$ cat src/rtl/dtw_result_axis_packer.sv
// Packs narrow DTW results little-endian into AXI-Stream words, buffers them in a FIFO
// and frames packets with TLAST on a word count or an explicit flush.
module dtw_result_axis_packer #(
   parameter int unsigned C_M_AXIS_TDATA_WIDTH = 32,
   parameter int unsigned C_RESULT_WIDTH       = 8,
   parameter int unsigned C_FIFO_DEPTH         = 16,
   parameter int unsigned C_PACKET_WORDS       = 8
) (
   input  logic                                M_AXIS_ACLK,
   input  logic                                M_AXIS_ARESETN,
   input  logic                                dtw_fifo_wren,
   input  logic [C_RESULT_WIDTH-1:0]           dtw_fifo_din,
   input  logic                                dtw_flush,
   output logic                                dtw_fifo_full,
   output logic [$clog2(C_FIFO_DEPTH):0]       dtw_fifo_count,
   output logic                                dtw_overflow,
   output logic                                M_AXIS_TVALID,
   output logic [C_M_AXIS_TDATA_WIDTH-1:0]     M_AXIS_TDATA,
   output logic [C_M_AXIS_TDATA_WIDTH/8-1:0]   M_AXIS_TSTRB,
   output logic                                M_AXIS_TLAST,
   input  logic                                M_AXIS_TREADY
);

   localparam int unsigned DW    = C_M_AXIS_TDATA_WIDTH;
   localparam int unsigned RW    = C_RESULT_WIDTH;
   localparam int unsigned SW    = DW / 8;
   localparam int unsigned LANES = DW / RW;
   localparam int unsigned LB    = RW / 8;
   localparam int unsigned IW    = $clog2(LANES + 1);
   localparam int unsigned PW    = $clog2(C_FIFO_DEPTH);
   localparam int unsigned CW    = PW + 1;
   localparam int unsigned KW    = (C_PACKET_WORDS > 1) ? $clog2(C_PACKET_WORDS) : 1;
   localparam int unsigned EW    = DW + SW + 1;

   typedef enum logic [0:0] {StRun, StFlushPend} state_e;

   state_e                      state_q, state_d;
   logic [IW-1:0]               idx_q, idx_d, idx_inc;
   logic [LANES-1:0][RW-1:0]    hold_q, hold_d, lanes;
   logic [KW-1:0]               pkt_q, pkt_d;
   logic [PW-1:0]               wptr_q, wptr_d, rptr_q, rptr_d;
   logic [CW-1:0]               count_q, count_d;
   logic                        full_q, full_d;
   logic                        ovf_q, ovf_d;
   logic                        tvalid_q, tlast_q;
   logic [DW-1:0]               tdata_q;
   logic [SW-1:0]               tstrb_q;

   logic                        accept, word_done, do_flush, pkt_last;
   logic                        push, push_last, pop;
   logic [DW-1:0]               push_data;
   logic [SW-1:0]               push_strb, part_strb;
   logic [EW-1:0]               mem [C_FIFO_DEPTH];
   logic [EW-1:0]               rd_entry;

   assign accept   = dtw_fifo_wren && !full_q;
   assign pkt_last = (pkt_q == KW'(C_PACKET_WORDS - 1));
   assign rd_entry = mem[rptr_q];

   always_ff @(posedge M_AXIS_ACLK or negedge M_AXIS_ARESETN) begin
      if (!M_AXIS_ARESETN) begin
         state_q <= StRun;
      end else begin
         state_q <= state_d;
      end
   end

   always_comb begin
      state_d   = state_q;
      do_flush  = 1'b0;
      lanes     = hold_q;
      part_strb = '0;
      push      = 1'b0;
      push_data = '0;
      push_strb = '0;
      push_last = 1'b0;

      unique case (state_q)
         StRun: begin
            if (dtw_flush) begin
               if (full_q) state_d = StFlushPend;
               else        do_flush = 1'b1;
            end
         end
         StFlushPend: begin
            if (count_q != CW'(C_FIFO_DEPTH)) begin
               do_flush = 1'b1;
               state_d  = StRun;
            end
         end
      endcase

      // The incoming result is merged before any flush so it lands in the flushed word.
      for (int i = 0; i < LANES; i++) begin
         if (accept && idx_q == IW'(i)) lanes[i] = dtw_fifo_din;
      end
      idx_inc   = idx_q + IW'(accept);
      word_done = (idx_inc == IW'(LANES));
      for (int i = 0; i < LANES; i++) begin
         if (IW'(i) < idx_inc) part_strb[i*LB +: LB] = '1;
      end

      idx_d  = idx_inc;
      hold_d = lanes;
      if (word_done) begin
         push      = 1'b1;
         push_data = lanes;
         push_strb = '1;
         push_last = do_flush || pkt_last;
         idx_d     = '0;
         hold_d    = '0;
      end else if (do_flush && idx_inc != '0) begin
         push      = 1'b1;
         push_data = lanes;
         push_strb = part_strb;
         push_last = 1'b1;
         idx_d     = '0;
         hold_d    = '0;
      end else if (do_flush && pkt_q != '0) begin
         push      = 1'b1;
         push_last = 1'b1;
      end

      pkt_d = pkt_q;
      if (push) pkt_d = push_last ? '0 : pkt_q + KW'(1);

      pop     = (count_q != '0) && (!tvalid_q || M_AXIS_TREADY);
      wptr_d  = wptr_q + PW'(push);
      rptr_d  = rptr_q + PW'(pop);
      count_d = count_q + CW'(push) - CW'(pop);
      full_d  = (count_d == CW'(C_FIFO_DEPTH)) || (state_d == StFlushPend);
      ovf_d   = ovf_q || (dtw_fifo_wren && full_q);
   end

   always_ff @(posedge M_AXIS_ACLK or negedge M_AXIS_ARESETN) begin
      if (!M_AXIS_ARESETN) begin
         idx_q   <= '0;
         hold_q  <= '0;
         pkt_q   <= '0;
         wptr_q  <= '0;
         rptr_q  <= '0;
         count_q <= '0;
         full_q  <= 1'b0;
         ovf_q   <= 1'b0;
      end else begin
         idx_q   <= idx_d;
         hold_q  <= hold_d;
         pkt_q   <= pkt_d;
         wptr_q  <= wptr_d;
         rptr_q  <= rptr_d;
         count_q <= count_d;
         full_q  <= full_d;
         ovf_q   <= ovf_d;
      end
   end

   always_ff @(posedge M_AXIS_ACLK) begin
      if (push) mem[wptr_q] <= {push_last, push_strb, push_data};
   end

   always_ff @(posedge M_AXIS_ACLK or negedge M_AXIS_ARESETN) begin
      if (!M_AXIS_ARESETN) begin
         tvalid_q <= 1'b0;
         tlast_q  <= 1'b0;
         tstrb_q  <= '0;
         tdata_q  <= '0;
      end else if (pop) begin
         tvalid_q <= 1'b1;
         tlast_q  <= rd_entry[EW-1];
         tstrb_q  <= rd_entry[DW +: SW];
         tdata_q  <= rd_entry[DW-1:0];
      end else if (M_AXIS_TREADY) begin
         tvalid_q <= 1'b0;
      end
   end

   assign dtw_fifo_full  = full_q;
   assign dtw_fifo_count = count_q;
   assign dtw_overflow   = ovf_q;
   assign M_AXIS_TVALID  = tvalid_q;
   assign M_AXIS_TDATA   = tdata_q;
   assign M_AXIS_TSTRB   = tstrb_q;
   assign M_AXIS_TLAST   = tlast_q;

endmodule
$ cat config.mk
export PLATFORM = sky130hd
export DESIGN_NAME = dtw_result_axis_packer
export DESIGN_NICKNAME = d
export VERILOG_FILES = /design/src/rtl/dtw_result_axis_packer.sv
export SDC_FILE = /design/constraint.sdc
export NUM_CORES = 1
export LEC_CHECK = 0
export ABC_AREA = 0
export ABC_CLOCK_PERIOD_IN_PS = 5500
export CAP_MARGIN = 20
export CORE_MARGIN = 2
export CORE_UTILIZATION = 50
export CTS_CLUSTER_DIAMETER = 200
export DETAILED_ROUTE_END_ITERATION = 16
export GPL_TIMING_DRIVEN = 0
export PLACE_DENSITY = 0.75
export SLEW_MARGIN = 30
export SYNTH_ARGS = -nofsm -noshare
export SYNTH_HDL_FRONTEND = slang
export SYNTH_SLANG_ARGS = --single-unit
$ cat constraint.sdc
create_clock -name M_AXIS_ACLK -period 5.5 [get_ports M_AXIS_ACLK]
set_clock_uncertainty 0.05 [all_clocks]
set_input_delay 1.65 -clock M_AXIS_ACLK [delete_from_list [all_inputs] [get_ports M_AXIS_ACLK]]
set_output_delay 1.65 -clock M_AXIS_ACLK [all_outputs]
set_load 0.02 [all_outputs]
==> results.sh, run 1 <==
export IMPL_placed_cells=2088
export IMPL_die_x_um=233
export IMPL_worst_pin_slew_ns=1.02
export IMPL_drt_iter0_markers=1648
export IMPL_syn_to_final_growth_pct=17.0
export IMPL_cts_buffers=68
export IMPL_cts_max_level=3
export IMPL_min_period_ns=5.01
export IMPL_synth_fp_nets=1282
export IMPL_drt_first_pass_iters=6
export IMPL_leakage_nw=11.1
export IMPL_clkTransAtPathRegs_ns=0.05
export IMPL_cts_root_buf="clkbuf_16"
export IMPL_overflow=0
export IMPL_post_dp_hpwl_mm=38.1
export IMPL_cp_required_ns=5.74
export IMPL_cp_start_kind="primary input"
export IMPL_hp_class="flip-flop to flip-flop"
export IMPL_vdd_drop_max_uv=350
export IMPL_grt_pass1_vias=13800
export IMPL_gp_congestion=0.771
export IMPL_seqCellArea_um2=20100
export IMPL_setup_ws_ns=0.487
export IMPL_cts_tree="done"
export IMPL_max_cap_viol_count=0
export IMPL_sw_frac_of_total_pct=30.4
export IMPL_track_usage_pct=22.0
export IMPL_synth_area_um2=26300
export IMPL_worstSetupPathType="primary input to flip-flop"
export IMPL_synth_area_leaders="edfxtp_1 68%, mux4_2 13%, dfrtp_1 8.8%, mux2i_1 2.7%, a21o_1 1.1%"
export IMPL_die_area_um2=54400
export IMPL_cp_max_fo=10
export IMPL_fp_row_count=84
export IMPL_routed_via_density=5.99
export IMPL_use_met1_pct=30.5
export IMPL_synth_edf_count=592
export IMPL_initial_core_util_pct=50.3
export IMPL_io_buffers=57
export IMPL_num_vias=13200
export IMPL_fmax_ghz=0.199
export IMPL_stdcell_area_um2=30800
export IMPL_ctsHoldBuffers=0
export IMPL_core_um2=52200
export IMPL_p_per_area_nw_per_um2=518
export IMPL_synth_area_leader_cell="edfxtp_1"
export IMPL_hold_ws_ns=0.408
export IMPL_hold_viol=0
export IMPL_use_met3_pct=4.42
export IMPL_synth_async_reset_ratio_pct=13.5
export IMPL_syn_avg_cell_area_um2=21.0
export IMPL_multi_input_area_um2=5960
export IMPL_synthTopCellsByCount="592 x edfxtp_1, 148 x mux4_2, 92 x dfrtp_1"
export IMPL_relSlewSlack_pct=31.8
export IMPL_rsz0062_at_grt="false"
export IMPL_ys_flop_type="edfxtp_1"
export IMPL_cts_resized=0
export IMPL_place_ws_ns=-0.0989
export IMPL_yosysUniqueCellTypes=39
export IMPL_finalWirelength_mm=57.5
export IMPL_drive_gt1_share_pct=27.1
export IMPL_end_kind="flip-flop"
export IMPL_grt_max_degree=58
export IMPL_num_fill_cells=3620
export IMPL_stdcell_count=2211
export IMPL_post_cts_buffers=0
export IMPL_p_int_mw=11.1
export IMPL_outcome="finished clean"
export IMPL_setup_viol_count_final=0
export IMPL_cts_buffer_depth=3
export IMPL_drtAntennaViolNets=0
export IMPL_wl_per_cell_um=26.0
export IMPL_grt_use_met2_pct=35.1
export IMPL_clkPwrFrac_pct=28.1
export IMPL_nets=1499
export IMPL_antenna_found_initial=0
export IMPL_slew_viol_final=0
export IMPL_clkSinkCount=684
export IMPL_fin_crit_sh_pct=91.1
export IMPL_drc_errors=0
export IMPL_utilization_pct=58.9
export IMPL_clk_latency_ns=0.59
export IMPL_io_pins=58
export IMPL_die_height_um=233
export IMPL_synth_top_area_share_pct=67.6
export IMPL_netSwitchingPower_mw=4.84
export IMPL_synth_most_common_cell="edfxtp_1"
export IMPL_crit_arrival_ns=5.25
export IMPL_yosysWarnings=0
export IMPL_placed_area_um2=28600
export IMPL_grt_first_pass_wirelength_mm=86.8
export IMPL_pwr_share_comb_pct=30.5
export IMPL_synth_seq_cells=684
export IMPL_gr_max_usage_layer="met2"
export IMPL_p_seq_share_pct=41.4
export IMPL_ys_seq_area_share_pct=76.4
export IMPL_syn_inst=1253
[final cells by class]
class,count,area share [%]
Antenna cell,1,0.00813
Multi-Input combinational cell,489,19.4
Clock inverter,14,0.403
Sequential cell,684,65.3
Buffer,69,1.29
Tap cell,688,2.80
Inverter,11,0.134
Timing Repair Buffer,147,4.14
Clock buffer,108,6.59
[power by group through the flow]
stage | combinational, mW | sequential (mW) | clock (mW)
2_1_floorplan | 3.00 | 6.86 | 0
3_3_place_gp | 4.58 | 6.71 | 0
3_5_place_dp | 4.85 | 6.69 | 0
4_1_cts | 4.89 | 6.59 | 4.53
5_1_grt | 5.20 | 6.65 | 4.72
6_report | 4.86 | 6.59 | 4.48
[stage by stage]
stage / TNS (ns) / power [mW]
after detailed placement: -0.494 / 11.5
after CTS: 0 / 16.0
final: 0 / 15.9
after global placement: -2074.97 / 11.3
after global routing: 0 / 16.6
after floorplan: -349.80 / 9.86
[state kept, by name, summed over array words and instances, names as in the netlist]
signal and cells:
mem 592, rptr_q 4, dtw_fifo_count 5, M_AXIS_TDATA 32, M_AXIS_TLAST 1, M_AXIS_TSTRB 4, M_AXIS_TVALID 1, idx_q 3
dtw_overflow 1, pkt_q 3, wptr_q 4, hold_q 32, state_q 1, dtw_fifo_full 1
[worst paths after layout]
check,cells past startpoint,slack [ns],from,to
min,1,0.41,dtw_overflow$_DFF_PN0_,dtw_overflow$_DFF_PN0_
max reg2reg,15,1.18,dtw_fifo_count[3]$_DFF_PN0_,dtw_fifo_full$_DFF_PN0_
max,14,0.49,dtw_fifo_wren,mem[6][17]$_DFFE_PP_
min reg2reg,1,0.41,dtw_overflow$_DFF_PN0_,dtw_overflow$_DFF_PN0_
max in group asynchronous,2,3.72,M_AXIS_ARESETN,M_AXIS_TDATA[4]$_DFFE_PN0P_
min in group asynchronous,1,1.01,M_AXIS_ARESETN,M_AXIS_TDATA[29]$_DFFE_PN0P_
[metal layers]
metal | wire length (um) | up-vias
met5 | 0 | -
met2 | 28100 | 596
met4 | 1510 | 0
met1 | 23600 | 6975
li1 | - | 5569
met3 | 4350 | 109
[critical path, stage by stage]
cell and delay (ns):
clkdlybuf4s50_1 0.50, nor2b_1 0.18, ha_1 0.19, ha_1 0.21, xor2_1 0.32, nand2_1 0.13, o21a_1 0.16, buf_2 0.22
nor4_2 0.60, buf_4 0.28, buf_4 0.17, buf_2 0.20, buf_2 0.21, buf_2 0.21
[layout by cell type (no fill, tap or decap), types with 21 or more instances in the layout]
cell / count
clkdlybuf4s50_1: 56
mux4_2: 148
clkbuf_1: 47
buf_4: 21
o22ai_1: 37
buf_6: 32
mux2i_1: 70
edfxtp_1: 592
buf_2: 76
a21o_1: 38
nor2_1: 57
clkbuf_16: 73
a211oi_1: 36
dfrtp_1: 92
[cell families after synthesis]
family | after synthesis | share of synthesized area [%]
compound gates | 123 | 3.32
xor+xnor | 10 | 0.333
fa+ha+maj | 16 | 0.790
buf+inv | 80 | 1.67
flops | 684 | 76.4
mux | 221 | 15.5
simple gates | 119 | 2.06
Power figures use the tool's default switching activity.
==> run 2: changes to the inputs <==
ABC_AREA = 1   (was 0)
==> run 2 against run 1 <==
Compared with the run above: clock power grew 8.3%; register-to-register slack gained 0.86 ns; cell count grew 54%; worst setup slack gained 0.46 ns; first-iteration DRC count grew 52%; combinational power grew 45%; area after synthesis grew 6.3%; worst hold slack gained 0.018 ns; die area grew 6.2%; global-route usage grew 4.8 points; wire length grew 32%.
==> results.sh, run 2 <==
export IMPL_overflow=0
export IMPL_drc_errors=0
export IMPL_hp_class="flip-flop to flip-flop"
export IMPL_die_x_um=240
export IMPL_grt_first_pass_wirelength_mm=113
export IMPL_core_um2=55200
export IMPL_crit_arrival_ns=5.04
export IMPL_nets=2642
export IMPL_rsz0062_at_grt="false"
export IMPL_synth_seq_cells=684
export IMPL_p_per_area_nw_per_um2=595
export IMPL_fin_crit_sh_pct=82.8
export IMPL_clkSinkCount=684
export IMPL_leakage_nw=12.7
export IMPL_drt_first_pass_iters=6
export IMPL_cts_resized=0
export IMPL_cts_tree="done"
export IMPL_final_common_cell="nand2_1"
export IMPL_cp_slowest_cell="fa_1"
export IMPL_synth_most_common_cell="nand2_1"
export IMPL_drive_gt1_share_pct=10.7
export IMPL_track_usage_pct=26.8
export IMPL_total_power_mw=19.0
export IMPL_clk_latency_ns=0.61
export IMPL_synth_edf_count=592
export IMPL_path_depth=17
export IMPL_critPathMostFrequentCell="ha_1"
export IMPL_io_pins=58
export IMPL_r2r_start="dtw_fifo_full$_DFF_PN0_"
export IMPL_worstPathCellList="clkdlybuf4s50_1 > inv_1 > nor2_2 > ha_1 > ha_1 > xnor2_1 > nand2_2 > nand3_4 > nand3_4 > inv_1 > ha_1 > inv_1 > ha_1 > fa_1 > nor3_1 > nand3_1 > nand2_1"
export IMPL_largest_register_ffs=592
export IMPL_min_period_ns=4.56
export IMPL_r2r_end="dtw_fifo_full$_DFF_PN0_"
export IMPL_setup_viol_count_final=0
export IMPL_syn_avg_cell_area_um2=11.3
export IMPL_final_cell_mix="952 x nand2_1, 592 x edfxtp_1, 341 x nand3_1"
export IMPL_io_buffers=57
export IMPL_crit_path_max_incr_delay_ns=0.48
export IMPL_top_register="mem"
export IMPL_drtAntennaViolNets=0
export IMPL_syn_to_final_growth_pct=14.3
export IMPL_post_dp_hpwl_mm=46.3
export IMPL_initial_core_util_pct=50.6
export IMPL_post_cts_buffers=0
export IMPL_synth_async_reset_ratio_pct=13.5
export IMPL_antenna_found_initial=0
export IMPL_worstSetupPathType="primary input to flip-flop"
export IMPL_clkTransAtPathRegs_ns=0.06
export IMPL_routed_via_density=5.70
export IMPL_cp_start_kind="primary input"
export IMPL_reg2reg_setup_slack_ns=2.04
export IMPL_drt_iter0_markers=2509
export IMPL_ctsHoldBuffers=0
export IMPL_max_cap_viol_count=0
export IMPL_ys_seq_area_share_pct=71.8
export IMPL_synth_area_leader_cell="edfxtp_1"
export IMPL_finalWirelength_mm=76.0
export IMPL_cp_required_ns=5.99
export IMPL_grt_pass1_vias=19100
export IMPL_slew_viol_final=0
export IMPL_die_area_um2=57800
export IMPL_synthTopCellsByCount="952 x nand2_1, 592 x edfxtp_1, 341 x nand3_1"
export IMPL_synth_fp_nets=2512
export IMPL_syn_inst=2483
export IMPL_fmax_ghz=0.220
export IMPL_cts_root_buf="clkbuf_16"
export IMPL_crit_path_start="dtw_fifo_wren"
export IMPL_ys_flop_type="edfxtp_1"
export IMPL_num_vias=19500
export IMPL_cts_max_level=3
export IMPL_relSlewSlack_pct=31.5
export IMPL_critPathTopFamily="adder cells"
export IMPL_worst_pin_slew_ns=1.03
export IMPL_die_height_um=240
export IMPL_path_buf_inv=4
export IMPL_gp_congestion=0.850
export IMPL_hold_viol=0
export IMPL_utilization_pct=57.9
export IMPL_fp_row_count=86
export IMPL_end_kind="flip-flop"
export IMPL_synth_area_leaders="edfxtp_1 64%, nand2_1 13%, dfrtp_1 8.2%, nand3_1 6.1%, nor2_1 1.7%"
export IMPL_grt_max_degree=68
export IMPL_crit_end="dtw_fifo_full$_DFF_PN0_"
export IMPL_synth_area_um2=28000
export IMPL_cts_buffer_depth=3
export IMPL_wl_per_cell_um=22.3
export IMPL_synth_top_area_share_pct=63.6
export IMPL_cp_max_fo=9
export IMPL_cts_buffers=68
export IMPL_yosysUniqueCellTypes=34
export IMPL_r2r_cells=15
export IMPL_outcome="finished clean"
export IMPL_yosysWarnings=0
export IMPL_n_antenna_cell=0
export IMPL_vdd_drop_max_uv=383
run 2: kinds of logic after synthesis:
| family | after synthesis | share of synthesized area (%) |
|---|---|---|
| adder cells (fa/ha/maj) | 16 | 0.743 |
| XOR/XNOR | 10 | 0.313 |
| buffers and inverters | 215 | 3.73 |
| AND/OR/NAND/NOR | 1442 | 21.3 |
| flip-flops | 684 | 71.8 |
| AO/OA/AOI/OAI | 116 | 2.12 |
run 2: worst min-delay path: stages, from the launching register on:
cell     delay [ns]
dfrtp_1        0.34
nand2_1        0.05
nand2_1        0.05
run 2: how the worst min path moves through the flow:
| stage | start | end | slack, ns | depth (start not counted) |
|---|---|---|---|---|
| after floorplan | rptr_q[1]$_DFF_PN0_ | rptr_q[1]$_DFF_PN0_ | 0.43 | 1 |
| after detailed placement | M_AXIS_TDATA[6]$_DFFE_PN0P_ | M_AXIS_TDATA[6]$_DFFE_PN0P_ | 0.42 | 2 |
| after global routing | M_AXIS_TDATA[19]$_DFFE_PN0P_ | M_AXIS_TDATA[19]$_DFFE_PN0P_ | 0.45 | 2 |
| after global placement | dtw_overflow$_DFF_PN0_ | dtw_overflow$_DFF_PN0_ | 0.41 | 1 |
| after CTS | M_AXIS_TDATA[6]$_DFFE_PN0P_ | M_AXIS_TDATA[6]$_DFFE_PN0P_ | 0.43 | 2 |
| final | M_AXIS_TDATA[21]$_DFFE_PN0P_ | M_AXIS_TDATA[21]$_DFFE_PN0P_ | 0.43 | 2 |
run 2: cell type report:
type	instances	area, um^2
plain buffers	136	741
clock buffers	86	1920
clock inverters	34	410
fillers	4261	23200
inverters	79	344
multi-input cells	1584	6910
flip-flops and latches	684	20100
well taps	748	936
repair buffers	60	614
run 2: stage by stage:
step           cell area (um^2)  setup slack, ns  hold WS [ns]  cells  setup TNS, ns
6_report                  32000            0.945         0.427   3411              0
5_1_grt                   32000            0.717         0.451   3411              0
4_1_cts                   31900            0.947         0.432   3411              0
3_5_place_dp              29600            0.326         0.416   3291              0
3_3_place_gp              29500            -1.17         0.413   3288        -105.59
2_1_floorplan             28000             1.18         0.430   2483              0
run 2: power breakdown:
part,leakage (nW),switching [mW],internal [mW]
Clock,1.15,1.92,2.93
Sequential,6.64,0.252,6.84
Combinational,4.89,5.13,1.93
run 2: metal layers:
| layer | share of wire [%] | global-route usage, % | wire length (um) |
|---|---|---|---|
| met1 | 37 | 34.8 | 28000 |
| met3 | 11 | 4.85 | 8410 |
| met2 | 48 | 44.0 | 36300 |
| met4 | 4.3 | 12.6 | 3250 |
| met5 | 0 | 0 | 0 |
